[config.mk]
export PLATFORM = sky130hd
export DESIGN_NAME = sbtm_arb_ctrl_flat
export DESIGN_NICKNAME = d
export VERILOG_FILES = /design/src/rtl/sbtm_arb_ctrl_if.sv /design/src/rtl/sbtm_arb_ctrl.sv /design/src/flat_wrapper.sv
export SDC_FILE = /design/constraint.sdc
export NUM_CORES = 1
export LEC_CHECK = 0
export CAP_MARGIN = 20
export CORE_MARGIN = 4
export CORE_UTILIZATION = 47
export DETAILED_ROUTE_END_ITERATION = 16
export GPL_TIMING_DRIVEN = 1
export PLACE_DENSITY = 0.87
export SETUP_SLACK_MARGIN = 0.1
export SLEW_MARGIN = 25
export SYNTH_ARGS = -nofsm -noshare
export SYNTH_HDL_FRONTEND = slang
export SYNTH_SLANG_ARGS = --single-unit
[constraint.sdc]
create_clock -name clk -period 2.1 [get_ports clk]
set_input_delay 0.315 -clock clk [delete_from_list [all_inputs] [get_ports clk]]
set_output_delay 0.315 -clock clk [all_outputs]
set_load 0.02 [all_outputs]
[src/rtl/sbtm_arb_ctrl_if.sv]
// sbtm_arb_ctrl_if: bundles the requester, ROM and result signals of sbtm_arb_ctrl.
//   in0_*/in1_*  : two valid/ready operand requesters (8-bit operand)
//   rom_a0_*     : 32x8 a0 table, combinational read
//   rom_a1_*     : 16x3 a1 table, combinational read
//   out_*        : valid/ready result channel (8-bit result, 1-bit requester id)
//   busy         : any pipeline stage occupied
// Modport slave is the arbiter/pipeline side; master is the environment side.
interface sbtm_arb_ctrl_if;
    logic       in0_valid;
    logic [7:0] in0_x;
    logic       in0_ready;
    logic       in1_valid;
    logic [7:0] in1_x;
    logic       in1_ready;
    logic [4:0] rom_a0_addr;
    logic [7:0] rom_a0_data;
    logic [3:0] rom_a1_addr;
    logic [2:0] rom_a1_data;
    logic       out_valid;
    logic [7:0] out_y;
    logic       out_id;
    logic       out_ready;
    logic       busy;

    modport slave (
        input  in0_valid, in0_x, in1_valid, in1_x, rom_a0_data, rom_a1_data, out_ready,
        output in0_ready, in1_ready, rom_a0_addr, rom_a1_addr, out_valid, out_y, out_id, busy
    );

    modport master (
        output in0_valid, in0_x, in1_valid, in1_x, rom_a0_data, rom_a1_data, out_ready,
        input  in0_ready, in1_ready, rom_a0_addr, rom_a1_addr, out_valid, out_y, out_id, busy
    );
endinterface

[src/rtl/sbtm_arb_ctrl.sv]
// sbtm_arb_ctrl: two-requester arbiter feeding a 3-stage SBTM (symmetric bipartite table)
// evaluation pipeline.
//   clk   : sole clock, rising edge
//   rst_n : asynchronous active-low reset
//   bus   : sbtm_arb_ctrl_if.slave (requesters, ROM ports, result channel, busy)
// Stage 1 holds the granted operand and drives the ROM addresses, stage 2 holds the table
// outputs, stage 3 holds the clamped result. The whole pipe freezes while a result is
// presented and not taken.
module sbtm_arb_ctrl #(
    parameter bit FAIR = 1'b1
) (
    input logic             clk,
    input logic             rst_n,
    sbtm_arb_ctrl_if.slave  bus
);
    logic       s1_valid_q, s1_valid_d;
    logic [7:0] s1_x_q, s1_x_d;
    logic       s1_id_q, s1_id_d;
    logic       s2_valid_q, s2_valid_d;
    logic [7:0] s2_a0_q, s2_a0_d;
    logic [2:0] s2_a1_q, s2_a1_d;
    logic       s2_s_q, s2_s_d;
    logic       s2_id_q, s2_id_d;
    logic       out_valid_q, out_valid_d;
    logic [7:0] out_y_q, out_y_d;
    logic       out_id_q, out_id_d;
    logic       last_grant_q, last_grant_d;

    logic       en;
    logic       grant;
    logic       rdy0, rdy1, accept;
    logic [9:0] t;

    assign en = !(out_valid_q && !bus.out_ready);

    always_comb begin
        grant = 1'b0;
        if (bus.in0_valid && bus.in1_valid) begin
            grant = FAIR ? ~last_grant_q : 1'b0;
        end else if (bus.in1_valid) begin
            grant = 1'b1;
        end
        rdy0   = en && !grant && bus.in0_valid;
        rdy1   = en && grant && bus.in1_valid;
        accept = rdy0 || rdy1;
    end

    // 10-bit two's complement: bit 9 flags a negative difference, bit 8 an overflow past 255.
    always_comb begin
        if (s2_s_q) begin
            t = {2'b00, s2_a0_q} + {7'b0000000, s2_a1_q};
        end else begin
            t = {2'b00, s2_a0_q} - {7'b0000000, s2_a1_q};
        end
    end

    always_comb begin
        s1_valid_d   = s1_valid_q;
        s1_x_d       = s1_x_q;
        s1_id_d      = s1_id_q;
        s2_valid_d   = s2_valid_q;
        s2_a0_d      = s2_a0_q;
        s2_a1_d      = s2_a1_q;
        s2_s_d       = s2_s_q;
        s2_id_d      = s2_id_q;
        out_valid_d  = out_valid_q;
        out_y_d      = out_y_q;
        out_id_d     = out_id_q;
        last_grant_d = last_grant_q;
        if (en) begin
            s1_valid_d  = accept;
            s1_x_d      = grant ? bus.in1_x : bus.in0_x;
            s1_id_d     = grant;
            s2_valid_d  = s1_valid_q;
            s2_a0_d     = bus.rom_a0_data;
            s2_a1_d     = bus.rom_a1_data;
            s2_s_d      = s1_x_q[2];
            s2_id_d     = s1_id_q;
            out_valid_d = s2_valid_q;
            out_id_d    = s2_id_q;
            if (t[9]) begin
                out_y_d = 8'd0;
            end else if (t[8]) begin
                out_y_d = 8'd255;
            end else begin
                out_y_d = t[7:0];
            end
            if (accept) begin
                last_grant_d = grant;
            end
        end
    end

    always_ff @(posedge clk or negedge rst_n) begin
        if (!rst_n) begin
            s1_valid_q   <= 1'b0;
            s1_x_q       <= 8'd0;
            s1_id_q      <= 1'b0;
            s2_valid_q   <= 1'b0;
            s2_a0_q      <= 8'd0;
            s2_a1_q      <= 3'd0;
            s2_s_q       <= 1'b0;
            s2_id_q      <= 1'b0;
            out_valid_q  <= 1'b0;
            out_y_q      <= 8'd0;
            out_id_q     <= 1'b0;
            last_grant_q <= 1'b1;  // requester 0 wins the first tie
        end else begin
            s1_valid_q   <= s1_valid_d;
            s1_x_q       <= s1_x_d;
            s1_id_q      <= s1_id_d;
            s2_valid_q   <= s2_valid_d;
            s2_a0_q      <= s2_a0_d;
            s2_a1_q      <= s2_a1_d;
            s2_s_q       <= s2_s_d;
            s2_id_q      <= s2_id_d;
            out_valid_q  <= out_valid_d;
            out_y_q      <= out_y_d;
            out_id_q     <= out_id_d;
            last_grant_q <= last_grant_d;
        end
    end

    // a1 table stores one half of the symmetric term; the other half is read mirrored.
    assign bus.rom_a0_addr = s1_x_q[7:3];
    assign bus.rom_a1_addr = {s1_x_q[7:6], (s1_x_q[2] ? s1_x_q[1:0] : ~s1_x_q[1:0])};
    assign bus.in0_ready   = rdy0;
    assign bus.in1_ready   = rdy1;
    assign bus.out_valid   = out_valid_q;
    assign bus.out_y       = out_y_q;
    assign bus.out_id      = out_id_q;
    assign bus.busy        = s1_valid_q | s2_valid_q | out_valid_q;
endmodule

[src/flat_wrapper.sv]
// flat-port wrapper written by rule: the top's interface ports become plain ports
module sbtm_arb_ctrl_flat 
#(
    parameter bit FAIR = 1'b1
)
  (clk, rst_n, bus_in0_valid, bus_in0_x, bus_in1_valid, bus_in1_x, bus_rom_a0_data, bus_rom_a1_data, bus_out_ready, bus_in0_ready, bus_in1_ready, bus_rom_a0_addr, bus_rom_a1_addr, bus_out_valid, bus_out_y, bus_out_id, bus_busy);
  sbtm_arb_ctrl_if bus_i ();
  input logic clk;
  input logic rst_n;
  input wire logic [$bits(bus_i.in0_valid)-1:0] bus_in0_valid;
  input wire logic [$bits(bus_i.in0_x)-1:0] bus_in0_x;
  input wire logic [$bits(bus_i.in1_valid)-1:0] bus_in1_valid;
  input wire logic [$bits(bus_i.in1_x)-1:0] bus_in1_x;
  input wire logic [$bits(bus_i.rom_a0_data)-1:0] bus_rom_a0_data;
  input wire logic [$bits(bus_i.rom_a1_data)-1:0] bus_rom_a1_data;
  input wire logic [$bits(bus_i.out_ready)-1:0] bus_out_ready;
  output wire logic [$bits(bus_i.in0_ready)-1:0] bus_in0_ready;
  output wire logic [$bits(bus_i.in1_ready)-1:0] bus_in1_ready;
  output wire logic [$bits(bus_i.rom_a0_addr)-1:0] bus_rom_a0_addr;
  output wire logic [$bits(bus_i.rom_a1_addr)-1:0] bus_rom_a1_addr;
  output wire logic [$bits(bus_i.out_valid)-1:0] bus_out_valid;
  output wire logic [$bits(bus_i.out_y)-1:0] bus_out_y;
  output wire logic [$bits(bus_i.out_id)-1:0] bus_out_id;
  output wire logic [$bits(bus_i.busy)-1:0] bus_busy;
  assign bus_i.in0_valid = bus_in0_valid;
  assign bus_i.in0_x = bus_in0_x;
  assign bus_i.in1_valid = bus_in1_valid;
  assign bus_i.in1_x = bus_in1_x;
  assign bus_i.rom_a0_data = bus_rom_a0_data;
  assign bus_i.rom_a1_data = bus_rom_a1_data;
  assign bus_i.out_ready = bus_out_ready;
  assign bus_in0_ready = bus_i.in0_ready;
  assign bus_in1_ready = bus_i.in1_ready;
  assign bus_rom_a0_addr = bus_i.rom_a0_addr;
  assign bus_rom_a1_addr = bus_i.rom_a1_addr;
  assign bus_out_valid = bus_i.out_valid;
  assign bus_out_y = bus_i.out_y;
  assign bus_out_id = bus_i.out_id;
  assign bus_busy = bus_i.busy;
  sbtm_arb_ctrl #(.FAIR(FAIR)) u_core (.clk(clk), .rst_n(rst_n), .bus(bus_i));
endmodule
==> metrics.md, run 1 <==
| Metric | Value |
|---|---|
| Worst skew pair latency | `between 200 and 300 ps` |
| Synth Area per Inst | `9.52 um^2` |
| Port Buf Inserts | `between 50 and 60` |
| Vias/cell | `5.14` |
| Worst EP arrival | `1620 ps` |
| P_leak | `about 1.2 nW` |
| P per Cell Area | `about 1200 mW/mm^2` |
| Post-synth ARST share | `100%` |
| Internal power | `roughly 1.9 mW` |
| Gr usage total | `between 15 and 20%` |
| # IOs | `54` |
| Slew Limit Fails | `0` |
| Residual DRC | `0` |
| Crit-path max FO | `4` |
| Pin count of the biggest net entering global routing | `36` |
| Chip Width | `~72 um` |
| Sw Ratio | `39.0%` |
| Main synth FF type | `dfrtp_1` |
| Global-route congestion overflow total | `0` |
| GPL Wtd Cong | `approximately 1.0` |
| Post-Syn Area | `roughly 0.0019 mm^2` |
| Mean routed wirelength per cell | `approximately 14 um` |
| Vias post-DR | `around 1600` |
| Worst hold path type | `in -> async` |
| TritonCTS clock tree | `done` |
| P_sw | `between 1 and 1.5 mW` |
| Initial antenna violation count | `0` |
| Period utilization | `92.2%` |
| Num rows | `22` |
| 1st-pass router iterations | `4` |
| Antenna-violating nets left | `0` |
| Max-cap violations | `0` |
| Core ar. | `about 0.0038 mm^2` |
| Root Buffer | `clkbuf_8` |
| Sequential Power Share | `between 30% and 40%` |
| Max incr delay on CP | `around 550 ps` |
| DPL Wire Length | `approximately 3.2 mm` |
| Die height | `just over 70 um` |
| Area grow syn2layout | `38.9%` |
| Max Fclk | `a little over 500 MHz` |
| First-pass GRT wire length | `approximately 7.3 mm` |
| Register area share after synthesis | `46.1%` |
| Logic pwr share | `about half` |
| ANT cells | `0` |
| Slew margin rel. | `61.6%` |
| Final Hold Viols | `0` |
| Max clock buf depth | `2` |
| Ys Warns | `0` |
| Slowest-stage cell, CP | `clkdlybuf4s50_1` |
| Share of cells above drive strength 1 | `roughly 14%` |
| Vias in the first global route | `between 1500 and 2000` |
| Worst slew pin tran | `approximately 570 ps` |
| Finished layout cell area | `between 0.002 and 0.003 mm^2` |
| Fin crit period | `between 1500 and 2000 ps` |
| Final Setup Violations | `0` |
| Detailed-route wire length | `approximately 4.4 mm` |
| Crit Path Category | `reg -> out` |
| Max VDD drop | `roughly 0.00065 V` |
| Data required, critical path | `about 1800 ps` |
| FF+latch count, synth | `35` |
| Synth Net Count | `240` |
| Fin nets | `295` |
| Die area | `approximately 0.0051 mm^2` |
| Outcome | `finished clean` |
| Number of hold buffers added after CTS | `0` |
| CP Launch Type | `flop` |
| Most frequent cells in the layout | `clkdlybuf4s50_1 (51), nand2_1 (49), dfrtp_1 (33)` |
| Cell variety after synth | `39` |
| Worst setup EP type | `output port` |
| # clock sinks | `35` |
| Synthesized instance count | `200` |
| Critical path cell sequence | `or3_1 -> clkdlybuf4s50_1` |
| EDFF count, synth | `0` |
| Initial core utilization | `about half` |
| Unrepaired setup endpoints after global routing | `true` |
| # H-tree levels | `2` |
| R2R depth | `7` |
| Clock skew | `6.73 ps` |
| CTS buffer count | `5` |
| Setup tns final | `0 ps` |
| Commonest non-fill, non-tap cell in the layout | `clkdlybuf4s50_1` |
| Clock power share | `14.5%` |
| Placed cell areas | `about 0.0025 mm^2` |
| DR iter-0 viols | `60` |
| Worst-path clk slew | `around 70 ps` |
[layout make-up]
class,instances,area [um^2]
fillers,278,1150
repair buffers,65,631
multi-input cells,141,968
inverters,7,26.3
well taps,48,60.1
flip-flops and latches,35,878
clock inverters,1,5.00
clock buffers,7,76.3
[registers in the layout, summed over array words and instances, names as in the netlist]
| signal | flops |
|---|---|
| u_core.bus.out_valid | 1 |
| u_core.last_grant_q | 1 |
| u_core.s2_id_q | 1 |
| u_core.s1_id_q | 1 |
| u_core.bus.out_id | 1 |
| u_core.s1_valid_q | 1 |
| u_core.s2_a0_q | 8 |
| u_core.s1_x_q | 8 |
| u_core.s2_a1_q | 3 |
| u_core.s2_valid_q | 1 |
| u_core.bus.out_y | 8 |
| u_core.s2_s_q | 1 |
[kinds of logic after synthesis]
| logic type | after synthesis | share of synthesized area, % |
|---|---|---|
| fa+ha+maj | 8 | 6.04 |
| xor+xnor | 6 | 2.76 |
| mux | 9 | 4.73 |
| buf+inv | 24 | 6.50 |
| simple gates | 79 | 20.3 |
| compound gates | 39 | 13.6 |
| flops | 35 | 46.1 |
[per-layer routing]
layer	GRT usage [%]	part of all wire, %	vias to the layer above	wire [um]
li1	-	-	785	-
met1	22.7	44	720	1930
met2	29.5	49	46	2160
met3	3.93	4.6	13	203
met4	6.68	2.5	0	108
met5	0	0	-	0
[per-stage QoR]
stage               hold WS [ps]  cells  worst slack (ps)  utilization, %  power [mW]
finish                       445    304               164            69.6        3.14
global route                 488    304              71.3            69.6        3.36
CTS                          459    303               126            68.1        3.08
detailed placement           460    294              4.48            65.5        2.58
global placement             457    294              34.1            65.5        2.53
floorplan                   19.4    200               240               -        2.02
[power groups by stage]
stage | registers (mW) | logic (mW) | clock network, mW
after floorplan | 1.19 | 0.837 | 0
after global placement | 1.10 | 1.43 | 0
after detailed placement | 1.12 | 1.46 | 0
after CTS | 1.11 | 1.50 | 0.465
after global routing | 1.16 | 1.71 | 0.493
final | 1.12 | 1.56 | 0.456
[critical path, delay by kind of cell (launching register included)]
| kind | cells | cell delay, ps |
|---|---|---|
| flip-flops | 1 | 410 |
| AND/OR/NAND/NOR | 1 | 380 |
| buffers and inverters | 1 | 550 |
[worst paths after layout]
| check | from | end | slack [ps] |
|---|---|---|---|
| max | u_core.bus.out_valid$_DFFE_PN0N_ | bus_busy | 160 |
| min | rst_n | u_core.s1_x_q[6]$_DFFE_PN0N_ | 440 |
| min reg2reg | u_core.s2_id_q$_DFFE_PN0N_ | u_core.s2_id_q$_DFFE_PN0N_ | 470 |
| min in group clk | u_core.s2_id_q$_DFFE_PN0N_ | u_core.s2_id_q$_DFFE_PN0N_ | 470 |
| max reg2reg | u_core.s2_a1_q[0]$_DFFE_PN0N_ | u_core.bus.out_y[5]$_DFFE_PN0N_ | 200 |
| max in group asynchronous | rst_n | u_core.last_grant_q$_DFFE_PN1P_ | 1320 |
[repair_timing]
item / CTS / global route
resized for setup: 6 / 10
pin swaps: 0 / 2
setup buffers: 1 / 1
endpoints found under the setup margin: 6 / 6
cloned: 0 / 0
[synth_stat cells, drive strengths merged (3+ instances only)]
master   n  area share (%)
a211oi   6             2.4
a21o     4             1.6
a21oi    3            0.79
buf     12             4.1
clkbuf   5            0.99
dfrtp   34              45
ha       6             3.9
inv      7             1.4
mux2i    9             4.7
nand2   49             9.7
nand2b   3            0.99
nand3    3            0.79
nor2     9             1.9
o21ai   18             4.7
xnor2    6             2.8
No activity file was read; power rests on OpenSTA's default activity.
==> inputs of run 2 (changes only) <==
Settings changed: SETUP_SLACK_MARGIN 0.1 to 0.2.
==> run 2 against run 1 <==
Net effect:
- non-clock buffer count grew 5
- via count grew 2.4%
- cell count grew 1.6%
- sequential power is essentially flat
- worst setup slack gained 52 ps
- hold slack lost 1.2 ps
- critical endpoint is now u_core.bus.out_y[7]$_DFFE_PN0N_
- largest cell class unchanged
==> metrics.md, run 2 (synthesis results as in run 1) <==
| Metric | Value |
|---|---|
| Share of cells above drive strength 1 | `18.0%` |
| Slew margin rel. | `just over 60%` |
| Max Fclk | `about 530 MHz` |
| Max VDD drop | `0.000651 V` |
| Commonest non-fill, non-tap cell in the layout | `nand2_1` |
| Worst hold path type | `in -> async` |
| TritonCTS clock tree | `done` |
| Area grow syn2layout | `41.9%` |
| Data required, critical path | `between 2000 and 2500 ps` |
| Vias/cell | `roughly 5.2` |
| R2R depth | `7` |
| 1st-pass router iterations | `5` |
| Worst slew pin tran | `between 500 and 600 ps` |
| Mean routed wirelength per cell | `14.9 um` |
| DPL Wire Length | `3.16 mm` |
| # IOs | `54` |
| Die height | `around 70 um` |
| Crit path from | `u_core.s2_a1_q[0]$_DFFE_PN0N_` |
| CP Launch Type | `flop` |
| Multi-input logic area | `approximately 990 um^2` |
| Initial core utilization | `50.1%` |
| Detailed-route wire length | `~4.6 mm` |
| Num rows | `22` |
| P_leak | `between 1 and 1.5 nW` |
| Worst setup EP type | `flop` |
| DR iter-0 viols | `75` |
| Antenna-violating nets left | `0` |
| Period utilization | `approximately nine tenths` |
| RR Endpoint | `u_core.bus.out_y[7]$_DFFE_PN0N_` |
| Number of hold buffers added after CTS | `0` |
| Worst-path clk slew | `70 ps` |
| Max-cap violations | `0` |
| Gr usage total | `18.1%` |
| Worst skew pair latency | `280 ps` |
| Die area | `slightly above 0.005 mm^2` |
| # clock sinks | `35` |
| Slew Limit Fails | `0` |
| Unrepaired setup endpoints after global routing | `true` |
| Core ar. | `around 0.0038 mm^2` |
| Fillers | `around 270` |
| CTS buffer count | `5` |
| Root Buffer | `clkbuf_8` |
| Final Hold Viols | `0` |
| Outcome | `finished clean` |
| Initial antenna violation count | `0` |
| Clock skew | `around 6.0 ps` |
| Port Buf Inserts | `between 50 and 60` |
| Fin crit period | `about 1900 ps` |
| P per Cell Area | `between 1000 and 1500 mW/mm^2` |
| First-pass GRT wire length | `approximately 7.5 mm` |
| Crit-path max FO | `4` |
| Most frequent cells in the layout | `nand2_1 (49), clkdlybuf4s50_1 (48), dfrtp_1 (32)` |
| GPL Wtd Cong | `~1.0` |
| Vias post-DR | `1601` |
| Final Setup Violations | `0` |
| Chip Width | `just over 70 um` |
| Residual DRC | `0` |
| Pin count of the biggest net entering global routing | `36` |
| Vias in the first global route | `approximately 1600` |
| Launch point of the worst reg-to-reg path | `u_core.s2_a1_q[0]$_DFFE_PN0N_` |
| Worst EP arrival | `between 2000 and 2500 ps` |
| Hold WS | `about 440 ps` |
| Setup tns final | `0 ps` |
| ANT cells | `0` |
| Global-route congestion overflow total | `0` |
| Crit Path Category | `reg -> reg` |
| Flop-to-flop setup slack | `220 ps` |
| Fin nets | `300` |
| Storage cell area | `about 880 um^2` |
| # H-tree levels | `2` |
| Max clock buf depth | `2` |
-- run 2: report_power, final --
group	switching (mW)	internal [mW]	total [mW]
logic	0.816	0.785	1.60
registers	0.211	0.916	1.13
clock network	0.229	0.233	0.461
total	1.26	1.93	3.19
-- run 2: cell type report --
class,instances,area share (%)
flip-flops and latches,35,32.5
clock inverters,1,0.185
repair buffers,70,24.7
clock buffers,7,2.82
inverters,7,0.972
well taps,48,2.22
multi-input cells,141,36.5
-- run 2: metal layers --
layer  part of all wire (%)  GRT usage (%)  vias to the layer above
met2                     50           30.7                       52
met5                      0              0                        -
met4                    1.9           6.05                        0
met3                    4.3           3.51                       13
met1                     43           23.1                      743
li1                       -              -                      793
-- run 2: worst max path at each step --
stage / endpoint / depth (start not counted)
finish: u_core.bus.out_y[7]$_DFFE_PN0N_ / 7
detailed placement: bus_in1_ready / 4
global route: u_core.bus.out_y[5]$_DFFE_PN0N_ / 5
CTS: u_core.bus.out_y[4]$_DFFE_PN0N_ / 7
floorplan: u_core.bus.out_y[7]$_DFFE_PN0N_ / 7
global placement: bus_in1_ready / 4
-- run 2: metrics by stage --
stage                     setup slack [ps]  instances  instance area [um^2]  total power [mW]  util (%)
after floorplan                        240        200                  1900              2.02         -
after detailed placement              4.48        294                  2490              2.58      65.5
after global placement                34.1        294                  2490              2.53      65.5
final                                  216        309                  2700              3.19      71.1
after global routing                   118        309                  2700              3.40      71.1
after CTS                              223        304                  2620              3.12      68.9
-- run 2: worst max-delay path, stage by stage (launching register included) --
cell and delay [ps]:
dfrtp_2 440, ha_4 190, fa_2 340, nor2b_4 150, o2111ai_4 200, and2_4 210
and3_4 190, nor4_2 40
-- run 2: timing repair --
item                       4_1_cts  5_1_grt
setup endpoints to repair        8       11
buffers inserted                 2        5
gates resized for setup         12       14
pin swaps                        2        6
==> inputs of run 3 (changes only) <==
Settings changed: GPL_ROUTABILITY_DRIVEN set to 0, RECOVER_POWER set to 25.
==> run 3 against run 2 <==
Net effect:
- sequential power hardly changed
- worst setup slack better by 5.1 ps
- maximum frequency is 0.27% higher
- cell count stayed put
- non-clock buffer count stayed put
- critical path depth stayed put
- highest routed layer unchanged
- via count is 0.69% higher
- die area stayed put
- global-route usage stayed put
- count of clock-buffer cells in the layout stayed put
- combinational power hardly changed
- critical path type unchanged
==> metrics.md, run 3 (synthesis results as in run 1) <==
| Metric | Value |
|---|---|
| Outcome | `finished clean` |
| Max-cap violations | `0` |
| Crit Path Category | `reg -> reg` |
| ANT cells | `0` |
| Launch point of the worst reg-to-reg path | `u_core.s2_a1_q[0]$_DFFE_PN0N_` |
| Root Buffer | `clkbuf_8` |
| DR iter-0 viols | `between 70 and 80` |
| 1st-pass router iterations | `5` |
| Data required, critical path | `2260 ps` |
| Mean routed wirelength per cell | `15.0 um` |
| # clock sinks | `35` |
| Min-delay src | `u_core.s2_id_q$_DFFE_PN0N_` |
| Fin nets | `300` |
| Flop-to-flop setup slack | `220 ps` |
| Vias/cell | `roughly 5.2` |
| Core ar. | `around 0.0038 mm^2` |
| Worst hold path type | `reg -> reg` |
| Worst Hold End | `u_core.s2_id_q$_DFFE_PN0N_` |
| Max VDD drop | `roughly 0.00065 V` |
| Detailed-route wire length | `4.62 mm` |
| Area grow syn2layout | `41.8%` |
| # H-tree levels | `2` |
| DPL Wire Length | `around 3.2 mm` |
| Worst-path clk slew | `around 70 ps` |
| Period utilization | `89.5%` |
| Port Buf Inserts | `53` |
| Fillers | `about 270` |
| Vias in the first global route | `roughly 1600` |
| Residual DRC | `0` |
| CTS buffer count | `5` |
| Slew margin rel. | `between 40% and 50%` |
| Setup tns final | `0 ps` |
| RR Endpoint | `u_core.bus.out_y[7]$_DFFE_PN0N_` |
| P_leak | `~1.2 nW` |
| Final Hold Viols | `0` |
| Initial core utilization | `roughly half` |
| Die area | `0.00513 mm^2` |
| Initial antenna violation count | `0` |
| Max Fclk | `between 500 and 600 MHz` |
| R2R depth | `7` |
| Fin crit period | `approximately 1900 ps` |
| Worst skew pair latency | `roughly 280 ps` |
| Most frequent cells in the layout | `nand2_1 (49), clkdlybuf4s50_1 (47), dfrtp_1 (32)` |
| Hold WS | `roughly 480 ps` |
| Share of cells above drive strength 1 | `18.0%` |
| CP Launch Type | `flop` |
| Worst EP arrival | `slightly above 2000 ps` |
| First-pass GRT wire length | `7.46 mm` |
| Num rows | `22` |
| Global-route congestion overflow total | `0` |
| Worst setup EP type | `flop` |
| Commonest non-fill, non-tap cell in the layout | `nand2_1` |
| P per Cell Area | `1180 mW/mm^2` |
| Pin count of the biggest net entering global routing | `36` |
| TritonCTS clock tree | `done` |
| Vias post-DR | `approximately 1600` |
| Antenna-violating nets left | `0` |
| Gr usage total | `18.1%` |
| Max clock buf depth | `2` |
| Worst slew pin tran | `around 860 ps` |
| Hold Crit Depth | `2` |
| Chip Width | `71.7 um` |
| Crit-path max FO | `4` |
| # IOs | `54` |
| Final Setup Violations | `0` |
| Power Total | `about 3.2 mW` |
| Die height | `roughly 70 um` |
| Clock skew | `5.74 ps` |
| Unrepaired setup endpoints after global routing | `true` |
| Slew Limit Fails | `0` |
==> run 3: area by class of cell <==
| class | instances | area [um^2] | area share (%) |
|---|---|---|---|
| Inverter | 7 | 26.3 | 0.973 |
| Multi-Input combinational cell | 141 | 987 | 36.6 |
| Sequential cell | 35 | 880 | 32.6 |
| Timing Repair Buffer | 70 | 666 | 24.7 |
| Clock inverter | 1 | 5.00 | 0.185 |
| Clock buffer | 7 | 76.3 | 2.83 |
| Tap cell | 48 | 60.1 | 2.22 |
==> run 3: report_power, final <==
group	leakage [nW]	switching (mW)	internal [mW]
Clock	0.0422	0.227	0.232
Sequential	0.415	0.212	0.916
Combinational	0.758	0.815	0.784
Total	1.21	1.25	1.93
==> run 3: metal layers <==
layer	GRT usage, %	vias to the layer above	part of all wire (%)
met2	30.7	52	51
met1	23.1	757	43
li1	-	792	-
met3	3.51	11	4.2
met5	0	-	0
met4	6.05	0	1.8
==> run 3: timing repair <==
item | in CTS | in global routing
resized for setup | 12 | 14
gates cloned | 0 | 0
setup buffers | 2 | 5
hold buffers | 0 | 0
setup endpoints to repair | 8 | 11
pin swaps | 2 | 6
==> run 3: worst max-delay path by stage <==
stage / start / endpoint / slack [ps] / cells past startpoint
after floorplan: u_core.s2_a1_q[0]$_DFFE_PN0N_ / u_core.bus.out_y[7]$_DFFE_PN0N_ / 240 / 7
after global placement: bus_in1_valid / bus_in1_ready / 30 / 4
after detailed placement: bus_in1_valid / bus_in1_ready / 4 / 4
after CTS: u_core.s2_a1_q[0]$_DFFE_PN0N_ / u_core.bus.out_y[4]$_DFFE_PN0N_ / 220 / 7
after global routing: u_core.s2_a0_q[4]$_DFFE_PN0N_ / u_core.bus.out_y[5]$_DFFE_PN0N_ / 120 / 5
final: u_core.s2_a1_q[0]$_DFFE_PN0N_ / u_core.bus.out_y[7]$_DFFE_PN0N_ / 220 / 7
==> run 3: through the flow <==
step | instances | cell area [um^2] | utilization (%) | setup slack [ps]
floorplan | 200 | 1900 | - | 240
CTS | 304 | 2620 | 68.9 | 223
global placement | 294 | 2490 | 65.5 | 34.1
global route | 309 | 2700 | 71.1 | 118
finish | 309 | 2700 | 71.1 | 221
detailed placement | 294 | 2490 | 65.5 | 4.48
==> run 3: critical path, stage by stage (launching register included) <==
cell and delay [ps]:
dfrtp_2 440, ha_4 190, fa_2 340, nor2b_4 150
o2111ai_4 200, and2_4 210, and3_4 190, nor4_2 40
